===== src/rtl/reg_rr_arbiter.sv =====
// Round-robin arbiter sharing one reg-bus target among NumReq requesters, with a stall watchdog.
// Latency: one arbitration cycle, then the request passes straight through until the target answers.
// Backpressure: losing requesters wait with valid high. A stalled target is answered with an error response.

package reg_rr_arbiter_pkg;

  typedef struct packed {
    logic        valid;
    logic        write;
    logic [47:0] addr;
    logic [31:0] wdata;
    logic [3:0]  wstrb;
  } reg_a48_d32_req_t;

  typedef struct packed {
    logic        ready;
    logic [31:0] rdata;
    logic        error;
  } reg_a48_d32_rsp_t;

endpackage

module reg_rr_arbiter #(
  parameter int unsigned NumReq        = 4,
  parameter int unsigned TimeoutCycles = 256,
  parameter logic [31:0] TimeoutData   = 32'hBADC_AB1E,
  parameter type         req_t         = reg_rr_arbiter_pkg::reg_a48_d32_req_t,
  parameter type         rsp_t         = reg_rr_arbiter_pkg::reg_a48_d32_rsp_t,
  localparam int unsigned IdxW         = $clog2(NumReq)
) (
  input  logic                   clk_i,
  input  logic                   rst_ni,
  input  req_t [NumReq-1:0]      req_i,
  output rsp_t [NumReq-1:0]      rsp_o,
  output req_t                   req_o,
  input  rsp_t                   rsp_i,
  output logic                   busy_o,
  output logic [IdxW-1:0]        grant_idx_o,
  output logic                   timeout_o,
  output logic [IdxW-1:0]        timeout_idx_o
);

  // Counter wide enough to hold TimeoutCycles-1 without wrapping; one bit when the watchdog is off.
  localparam int unsigned CntW    = (TimeoutCycles > 0) ? $clog2(TimeoutCycles + 1) : 1;
  localparam logic [CntW-1:0] CntLast = CntW'((TimeoutCycles > 0) ? TimeoutCycles - 1 : 0);
  localparam logic [IdxW-1:0] IdxLast = IdxW'(NumReq - 1);

  typedef enum logic {IDLE, BUSY} state_e;

  state_e          r_state;
  logic [IdxW-1:0] r_idx;
  logic [IdxW-1:0] r_ptr;
  logic [CntW-1:0] r_cnt;
  logic [IdxW-1:0] r_timeout_idx;
  logic            r_busy;

  logic            w_any;
  logic [IdxW-1:0] w_sel;
  logic            w_busy;
  logic            w_vld;
  logic            w_drop;
  logic            w_done;
  logic            w_abort;
  logic [IdxW-1:0] w_idx_next;

  // (base + off) mod NumReq, valid for off < NumReq.
  function automatic logic [IdxW-1:0] rr_idx(input logic [IdxW-1:0] base, input int off);
    int sum;
    sum = int'(base) + off;
    if (sum >= int'(NumReq)) sum = sum - int'(NumReq);
    return IdxW'(sum);
  endfunction

  // Pick the first valid requester at or after the pointer; scanning downward lets the nearest win.
  always_comb begin
    w_any = 1'b0;
    w_sel = r_ptr;
    for (int i = int'(NumReq) - 1; i >= 0; i--) begin
      if (req_i[rr_idx(r_ptr, i)].valid) begin
        w_any = 1'b1;
        w_sel = rr_idx(r_ptr, i);
      end
    end
  end

  // Completion, abort and protocol-drop conditions for the granted requester.
  // A dropped valid wins, then target ready, then the watchdog.
  always_comb begin
    w_busy     = (r_state == BUSY);
    w_vld      = req_i[r_idx].valid;
    w_drop     = w_busy && !w_vld;
    w_done     = w_busy && w_vld && rsp_i.ready;
    w_abort    = (TimeoutCycles != 0) && w_busy && w_vld && !rsp_i.ready && (r_cnt == CntLast);
    w_idx_next = (r_idx == IdxLast) ? '0 : r_idx + 1'b1;
  end

  // Combinational passthrough while BUSY. The abort cycle substitutes the error response.
  always_comb begin
    req_o     = '0;
    rsp_o     = '0;
    timeout_o = 1'b0;
    if (w_busy) begin
      req_o = req_i[r_idx];
      if (w_abort) begin
        req_o.valid          = 1'b0;
        rsp_o[r_idx].ready   = 1'b1;
        rsp_o[r_idx].rdata   = TimeoutData;
        rsp_o[r_idx].error   = 1'b1;
        timeout_o            = 1'b1;
      end else if (w_vld) begin
        rsp_o[r_idx] = rsp_i;
      end
    end
  end

  // Arbitration FSM with watchdog counter and registered status outputs.
  always_ff @(posedge clk_i or negedge rst_ni) begin
    if (!rst_ni) begin
      r_state       <= IDLE;
      r_idx         <= '0;
      r_ptr         <= '0;
      r_cnt         <= '0;
      r_timeout_idx <= '0;
      r_busy        <= 1'b0;
    end else begin
      case (r_state)
        IDLE: begin
          r_cnt <= '0;
          if (w_any) begin
            r_idx   <= w_sel;
            r_state <= BUSY;
            r_busy  <= 1'b1;
          end
        end
        BUSY: begin
          if (w_drop || w_done || w_abort) begin
            r_state <= IDLE;
            r_busy  <= 1'b0;
            r_ptr   <= w_idx_next;
            r_cnt   <= '0;
            if (w_abort) r_timeout_idx <= r_idx;
          end else if (r_cnt != {CntW{1'b1}}) begin
            r_cnt <= r_cnt + 1'b1;
          end
        end
        default: begin
          r_state <= IDLE;
          r_busy  <= 1'b0;
        end
      endcase
    end
  end

  assign busy_o        = r_busy;
  assign grant_idx_o   = r_idx;
  assign timeout_idx_o = r_timeout_idx;

endmodule


===== config.mk =====
export PLATFORM = sky130hd
export DESIGN_NAME = reg_rr_arbiter
export DESIGN_NICKNAME = d
export VERILOG_FILES = /design/src/rtl/reg_rr_arbiter.sv
export SDC_FILE = /design/constraint.sdc
export NUM_CORES = 1
export LEC_CHECK = 0
export CORE_AREA = 4 4 235 237
export DETAILED_ROUTE_END_ITERATION = 8
export DIE_AREA = 0 0 239 241
export GPL_ROUTABILITY_DRIVEN = 0
export GPL_TIMING_DRIVEN = 0
export PLACE_DENSITY = 0.47
export SLEW_MARGIN = 20
export SYNTH_ARGS = -nofsm -noshare
export SYNTH_HDL_FRONTEND = slang
export SYNTH_SLANG_ARGS = --single-unit

===== constraint.sdc =====
create_clock -name clk_i -period 5.7 [get_ports clk_i]
set_input_delay 0.57 -clock clk_i [delete_from_list [all_inputs] [get_ports clk_i]]
set_output_delay 0.57 -clock clk_i [all_outputs]
set_load 0.02 [all_outputs]

**Word level (Yosys, flattened, before mapping)**

Cells that the tools add are included.
Widths: inputs -> output; s select.

- Register bits after elaboration: 17
- Latch bits: 0
- Memory bits (writable): 0
- Memory bits (read-only): 0
- Bits of input ports: 380
- Output and inout port bits: 228
- Memories: 0

- Add/subtract/negate cells: 9
- Multiply operators: 0
- Divide/modulo/power cells: 0
- Magnitude comparators: 10
- Eq/ne operators: 6
- Shift operators: 0
- Muxes and demuxes: 49
- Bitwise gates (word level): 2
- Reduce and logical (&&, ||, !) cells: 14

Operators by type and width:

| cell | number |
|---|---|
| $bmux 86 s2 | 5 |
| $mux 86 | 6 |
| $mux 136 | 3 |
| $bwmux 136 | 2 |
| $demux 34 s2 | 4 |
| $and 136x136->136 | 1 |
| $mux 34 | 2 |
| $mux 33 | 1 |
| $mux 2 | 9 |
| $mux 9 | 2 |
| $pmux 9 s2 | 1 |
| $lt 2x3->1 const B | 5 |
| $mux 1 | 12 |
| $add 9x1->9 const B | 1 |
| $eq 9x8->1 const B | 1 |
| $ge 3x3->1 const B | 3 |
| $ne 9x9->1 const B | 1 |
| $sub 2x1->2 const B | 4 |
| $add 2x2->3 const B | 2 |
| $logic_and 1x1->1 | 6 |
| $reduce_and 2->1 | 3 |
| $pmux 1 s2 | 2 |
| $add 2x1->3 const B | 1 |
| $ge 2x3->1 const B | 1 |
| 10 further kinds | 12 |

**Depth between registers and ports, before layout**

Gate-level depths: netlist of the first run.

- Depth in word-level cells: 11
- Mapped depth: 9
- Mapped depth without buffers: 7

**Worst setup path after synthesis of the first run**

No wires, ideal clock.

- Path kind: register to output
- Start: register r_idx[0] (netlist: grant_idx_o[0])
- End: output port rsp_o[69] (netlist name)
- Arrival: 2.036 ns
- Path slack: 3.094 ns
- Stages on the path, launching flop included: 9
- Path buffers: 4
- Path through: dfrtp_1 buf_2 buf_4 buf_2 inv_1 ha_1 and4_1 clkbuf_1 and2_1

RTL lines:

| what | line | RTL |
|---|---|---|
| start: declaration | 51 | `logic [IdxW-1:0] r_idx;` |
| start signal: assignment | 130 | `r_idx <= w_sel;` |
| end: declaration | 34 | `output rsp_t [NumReq-1:0] rsp_o,` |

==> flow_metrics.env, run 1 <==
export IMPL_synth_edf_count=0
export IMPL_viasPerCell=3.71
export IMPL_yosys_area_top_type="mux4_2"
export IMPL_placed_area_um2=11500
export IMPL_netlist_area_leader_share_pct=43.0
export IMPL_clock_sinks=17
export IMPL_synth_cells_most_frequent="137 x nor2_1, 112 x and2_1, 86 x mux4_2"
export IMPL_min_path_cells=2
export IMPL_relSlewSlack_pct=35.2
export IMPL_worstPathRequired_ns=5.13
export IMPL_final_max_slew_violation_count=0
export IMPL_timing_final_crit_share_pct=75.4
export IMPL_num_rows=85
export IMPL_synthTopCellsByArea="mux4_2 43%, and2_1 16%, nor2_1 11%, dfrtp_1 9.4%, and3_1 3.8%"
export IMPL_status="finished, final reports clean"
export IMPL_share_comb_of_total_power_pct=92.6
export IMPL_reg2reg_from="grant_idx_o[1]$_DFFE_PN0P_"
export IMPL_syn_area_per_cell_um2=8.93
export IMPL_crit_arrival_ns=3.73
export IMPL_grt_ovfl_total=0
export IMPL_syn2layout_area_growth_pct=156
export IMPL_r2r_setup_slack_ns=3.02
export IMPL_synth_warn=0
export IMPL_final_min_clock_period_ns=4.30
export IMPL_wire_length_of_the_first_global_routing_pass_mm=54.6
export IMPL_seqPwrFrac_pct=4.1
export IMPL_worst_slew_pin_slew_ns=0.971
export IMPL_power_frac_clock_pct=3.4
export IMPL_io_buffer_count=607
export IMPL_avgRoutedWirePerCell_um=23.2
export IMPL_hold_path_class="flop to flop"
export IMPL_cts_clk_slew_worst_paths_ns=0.05
export IMPL_power_static_leakage_nw=4.08
export IMPL_finish_instance_area_um2=11500
export IMPL_hold_startpoint="busy_o$_DFFE_PN0P_"
export IMPL_timing_setup_tns_ns=0
export IMPL_synth_cells=504
export IMPL_cts_hold_buffers_added=0
export IMPL_cts_resized=0
export IMPL_post_synth_instance_area_um2=4500
export IMPL_end_of_the_worst_hold_path="busy_o$_DFFE_PN0P_"
export IMPL_fp_dieW_um=239
export IMPL_synth_flop_cell="dfrtp_1"
export IMPL_final_setup_worst_slack_ns=1.40
export IMPL_synth_cell_types=37
export IMPL_post_detailed_route_drc_marker_count=0
export IMPL_first_global_vias=7175
export IMPL_routed_wl_mm=42.1
export IMPL_chipHeight_um=241
export IMPL_htreeDepth=1
export IMPL_fin_nets=1503
export IMPL_power_dissipated_by_switching_net_loads_mw=2.14
export IMPL_critPathKind="flop to primary output"
export IMPL_antenna_found_initial=12
export IMPL_cts_root_buffer="clkbuf_16"
export IMPL_floorplan_die_area_um2=57600
export IMPL_synth_sequential_area_ratio_pct=9.45
export IMPL_fmax_mhz=233
export IMPL_power_internal_mw=2.09
export IMPL_critical_path_endpoint_type="primary output"
export IMPL_power_share_switching_pct=50.5
export IMPL_drive_gt1_share_pct=10.5
export IMPL_ys_seq_elements=17
export IMPL_first_iter_violations=183
export IMPL_ios=608
export IMPL_ir_drop_v=0.000112
export IMPL_worstPathMaxFanout=10
export IMPL_worstSkewPairLatency_ns=0.25
export IMPL_globalRouteTotalUtil_pct=13.2
export IMPL_cts_post_setup_buffers_inserted=0
export IMPL_dp_hpwl_mm=37.4
export IMPL_timing_critical_path_from_type="flop"
export IMPL_power_density_nw_per_um2=366
export IMPL_fin_hold_ws_ns=0.518
export IMPL_maxCapViolCount=0
export IMPL_initial_core_util_pct=8.45
export IMPL_worst_clock_skew_ns=0.00303
export IMPL_hold_viol_final=0
export IMPL_setup_viol=0
export IMPL_cts_buffers_inserted=3
export IMPL_asyncSetResetFlopFracSynth_pct=100
export IMPL_grt_setup_unrepaired="no"
export IMPL_post_syn_nets=891
export IMPL_postRouteAntennaNets=0
export IMPL_grt_start_max_net_pins=18
export IMPL_cts_tree="done"
export IMPL_via_count=6732
export IMPL_design_core_area_um2=53300
export IMPL_timing_reg2reg_worst_path_depth=5
export IMPL_maximum_buffer_depth_of_the_clock_tree=2
export IMPL_dp_worst_setup_slack_ns=1.42
export IMPL_r2r_end="r_ptr[1]$_DFFE_PN0P_"
export IMPL_synth_most_common_cell="nor2_1"
export IMPL_detail_route_first_pass_iterations=4
==> worst max-delay path: stages (launching register included) <==
cell and delay (ns):
dfrtp_1 0.45, clkbuf_1 0.76, clkbuf_1 0.64, inv_1 0.15
ha_1 0.23, and4_1 0.23, clkbuf_1 0.25, and2_1 0.21
clkdlybuf4s50_1 0.55
==> cells in the final DEF (no fill, tap or decap), types with 5 or more instances in the layout <==
master and n:
buf_2 18, clkbuf_1 27, o21ai_0 5, inv_1 6, and3_1 27, nor2_1 137, dfrtp_1 17, nand3_1 7
ha_1 7, clkdlybuf4s50_1 607, diode_2 5, and2_1 112, mux4_2 86, a21oi_1 8
==> layer usage <==
metal	vias up	share of wire [%]	track usage (%)
met5	-	0.12	0
met4	8	3.2	3.67
met3	40	8.3	3.34
met2	384	53	25.1
met1	3253	36	14.5
li1	3047	-	-
==> cell families (layout without fill, tap and decap cells) <==
| logic type | count (synthesis) | in the layout | share of synthesized area [%] |
|---|---|---|---|
| compound gates | 21 | 21 | 2.92 |
| flops | 17 | 17 | 9.45 |
| xor+xnor | 4 | 4 | 0.778 |
| buf+inv | 58 | 669 | 5.92 |
| fa+ha+maj | 7 | 7 | 1.94 |
| other cells | 0 | 5 | 0 |
| simple gates | 306 | 306 | 34.8 |
| mux | 91 | 91 | 44.2 |
==> flip-flops by register name (all words and copies together) (netlist names) <==
signal / cells
grant_idx_o: 2
r_cnt: 9
timeout_idx_o: 2
r_ptr: 2
busy_o: 1
r_state: 1
==> how the worst max path moves through the flow <==
stage	from	endpoint	slack (ns)	cells after the start
after floorplan	grant_idx_o[0]$_DFFE_PN0P_	rsp_o[69]	3.09	8
after CTS	grant_idx_o[1]$_DFFE_PN0P_	rsp_o[31]	1.14	8
after detailed placement	grant_idx_o[1]$_DFFE_PN0P_	rsp_o[31]	1.42	8
final	grant_idx_o[1]$_DFFE_PN0P_	rsp_o[15]	1.40	8
after global placement	grant_idx_o[1]$_DFFE_PN0P_	rsp_o[15]	1.44	8
after global routing	grant_idx_o[1]$_DFFE_PN0P_	rsp_o[13]	1.04	8
==> cell type report <==
| cell class | count | area [µm²] |
|---|---|---|
| repair buffers | 607 | 6080 |
| flip-flops and latches | 17 | 425 |
| multi-input cells | 429 | 3810 |
| well taps | 696 | 871 |
| inverters | 6 | 22.5 |
| fillers | 5860 | 41700 |
| clock buffers | 3 | 75.1 |
| clock inverters | 1 | 5.00 |
| plain buffers | 52 | 245 |
| diodes | 5 | 12.5 |
==> power by group through the flow <==
stage               Sequential [mW]  Clock (mW)  Combinational (mW)
finish                        0.172       0.142                3.92
global route                  0.176       0.153                4.16
CTS                           0.172       0.148                4.03
detailed placement            0.175           0                4.00
global placement              0.174           0                4.01
floorplan                     0.178           0                1.99
==> per-stage QoR <==
step | cells | util, % | power [mW]
after floorplan | 504 | - | 2.17
after global placement | 1807 | 21.5 | 4.19
after detailed placement | 1807 | 21.5 | 4.17
after CTS | 1811 | 21.6 | 4.35
after global routing | 1814 | 21.7 | 4.48
final | 1816 | 21.7 | 4.23
(Power assumes the default switching activity.)
==> run 2, diff against run 1 <==
Settings changed: CORE_AREA 4 4 235 237 to 4 4 237 239, DIE_AREA 0 0 239 241 to 0 0 241 243, PLACE_DENSITY 0.47 to 0.48.
Clock period 5.7 ns to 3.8 ns, I/O delays scaled along.
==> run 2 against run 1 <==
Sequential cell count did not move; register-to-register slack got worse by 1.7 ns; worst hold slack improved by 0.0064 ns; clock power increased by 48%; die area grew 1.7%; power up 49%; routed wire length decreased by 4.8%; setup slack worse by 1.2 ns; utilization is 0.21 points lower; combinational power increased by 49%.
==> flow_metrics.env, run 2 (synthesized netlist as in run 1, its figures left out) <==
export IMPL_cts_clk_slew_worst_paths_ns=0.05
export IMPL_worstPathMaxFanout=10
export IMPL_maxCapViolCount=0
export IMPL_fp_dieW_um=241
export IMPL_power_density_nw_per_um2=547
export IMPL_grt_start_max_net_pins=20
export IMPL_chipHeight_um=243
export IMPL_worst_clock_skew_ns=0.00591
export IMPL_grt_ovfl_total=0
export IMPL_routed_wl_mm=40.0
export IMPL_max_stage_delay_ns=0.66
export IMPL_worstSkewPairLatency_ns=0.25
export IMPL_cpMostUsedCell="nor2_1"
export IMPL_htreeDepth=1
export IMPL_viasPerCell=3.75
export IMPL_slowest_stage="clkdlybuf4s50_1"
export IMPL_first_iter_violations=211
export IMPL_most_common_layout_cells="607 x clkdlybuf4s50_1, 137 x nor2_1, 112 x and2_1"
export IMPL_fmax_mhz=281
export IMPL_postRouteAntennaNets=0
export IMPL_detail_route_first_pass_iterations=4
export IMPL_grt_setup_unrepaired="no"
export IMPL_globalRouteTotalUtil_pct=12.5
export IMPL_worstPathCellList="ha_1, nand3_1, nor2_1, ha_1, and3b_1, clkbuf_1, clkbuf_1, nor2_1, nor2_1, clkdlybuf4s50_1"
export IMPL_worstPathRequired_ns=3.42
export IMPL_via_count=6799
export IMPL_maximum_buffer_depth_of_the_clock_tree=2
export IMPL_critical_path_endpoint_type="primary output"
export IMPL_first_global_vias=7434
export IMPL_fin_nets=1502
export IMPL_io_buffer_count=607
export IMPL_drive_gt1_share_pct=10.7
export IMPL_initial_core_util_pct=8.37
export IMPL_met1_length_mm=13.7
export IMPL_design_core_area_um2=53800
export IMPL_finish_instance_area_um2=11500
export IMPL_clock_sinks=17
export IMPL_status="finished, final reports clean"
export IMPL_largest_register_ffs=9
export IMPL_dp_hpwl_mm=34.7
export IMPL_placed_area_um2=11400
export IMPL_final_min_clock_period_ns=3.55
export IMPL_crit_arrival_ns=3.17
export IMPL_cp_num_buf_inv=3
export IMPL_final_max_slew_violation_count=0
export IMPL_met3WireLength_mm=4.58
export IMPL_antenna_found_initial=6
export IMPL_cts_root_buffer="clkbuf_16"
export IMPL_critPathKind="flop to primary output"
export IMPL_floorplan_die_area_um2=58600
export IMPL_final_setup_worst_slack_ns=0.247
export IMPL_maxUsedRoutingLayer="met4"
export IMPL_timing_critical_path_from_type="flop"
export IMPL_ir_drop_v=0.000224
export IMPL_finalPower_mw=6.31
export IMPL_detailroute_wirelength_met2_mm=20.0
export IMPL_hold_path_class="flop to flop"
export IMPL_relSlewSlack_pct=41.2
export IMPL_commonest_non_fill_non_tap_cell_in_the_layout="clkdlybuf4s50_1"
export IMPL_cts_tree="done"
export IMPL_regMostFlops="r_cnt"
export IMPL_worst_path_dominant_cell_family="buffers and inverters"
export IMPL_power_static_leakage_nw=4.09
export IMPL_cts_hold_buffers_added=0
export IMPL_num_rows=85
export IMPL_wire_length_of_the_first_global_routing_pass_mm=53.6
export IMPL_worst_slew_pin_slew_ns=0.882
export IMPL_avgRoutedWirePerCell_um=22.1
export IMPL_dp_worst_setup_slack_ns=-0.255
export IMPL_ios=608
export IMPL_syn2layout_area_growth_pct=156
export IMPL_post_detailed_route_drc_marker_count=0
export IMPL_cts_buffers_inserted=3
export IMPL_setup_viol=0
export IMPL_timing_final_crit_share_pct=93.5
export IMPL_hold_viol_final=0
[run 2: cell count changes in the layout (fill, tap and decap cells not counted)]
| cell | before | now |
|---|---|---|
| buf_6 | 3 | 4 |
| diode_2 | 5 | 4 |
| clkbuf_2 | 1 | 4 |
| buf_4 | 1 | 0 |
| clkbuf_1 | 27 | 24 |
| buf_2 | 18 | 17 |
[run 2: per-layer routing]
layer	global-route usage (%)	vias to the layer above
li1	-	3045
met5	0	-
met1	12.7	3272
met2	22.8	434
met3	4.61	48
met4	5.45	0
[run 2: worst paths after layout]
path / from / endpoint / slack, ns / cells past startpoint
worst max-delay path: r_cnt[0]$_DFFE_PN0P_ / rsp_o[0] / 0.25 / 10
worst min-delay path: timeout_idx_o[1]$_DFFE_PN0P_ / timeout_idx_o[1]$_DFFE_PN0P_ / 0.52 / 1
worst max register to register: grant_idx_o[0]$_DFFE_PN0P_ / r_ptr[1]$_DFFE_PN0P_ / 1.36 / 4
worst min register to register: timeout_idx_o[1]$_DFFE_PN0P_ / timeout_idx_o[1]$_DFFE_PN0P_ / 0.52 / 1
max in group asynchronous: rst_ni / grant_idx_o[0]$_DFFE_PN0P_ / 2.65 / 1
min in group asynchronous: rst_ni / r_cnt[1]$_DFFE_PN0P_ / 0.62 / 1
[run 2: final cells by class]
cell class	instances	area (µm²)
timing repair buffer	607	6080
tap	696	871
clock inverter	1	5.00
clock buffer	3	75.1
multi-input combinational	429	3810
inverter	6	22.5
fill	5905	42300
buffer	51	248
antenna	4	10.0
sequential	17	425
[run 2: stage by stage]
step / instances / utilization [%] / hold WS, ns / setup TNS (ns)
floorplan: 504 / - / 0.0844 / 0
global placement: 1807 / 21.3 / 0.505 / -6.05
detailed placement: 1807 / 21.3 / 0.509 / -5.64
CTS: 1810 / 21.4 / 0.526 / 0
global route: 1813 / 21.4 / 0.554 / 0
finish: 1814 / 21.5 / 0.524 / 0
[run 2: power by group]
part	switching (mW)	internal (mW)
clock	0.0695	0.141
sequential	0.0339	0.219
combinational	3.07	2.78
total	3.17	3.14
[run 2: repair_timing]
action | 4_1_cts | 5_1_grt
buffers inserted | 0 | 0
setup endpoints to repair | 94 | 14
resized for setup | 2 | 5
pin swaps | 0 | 0
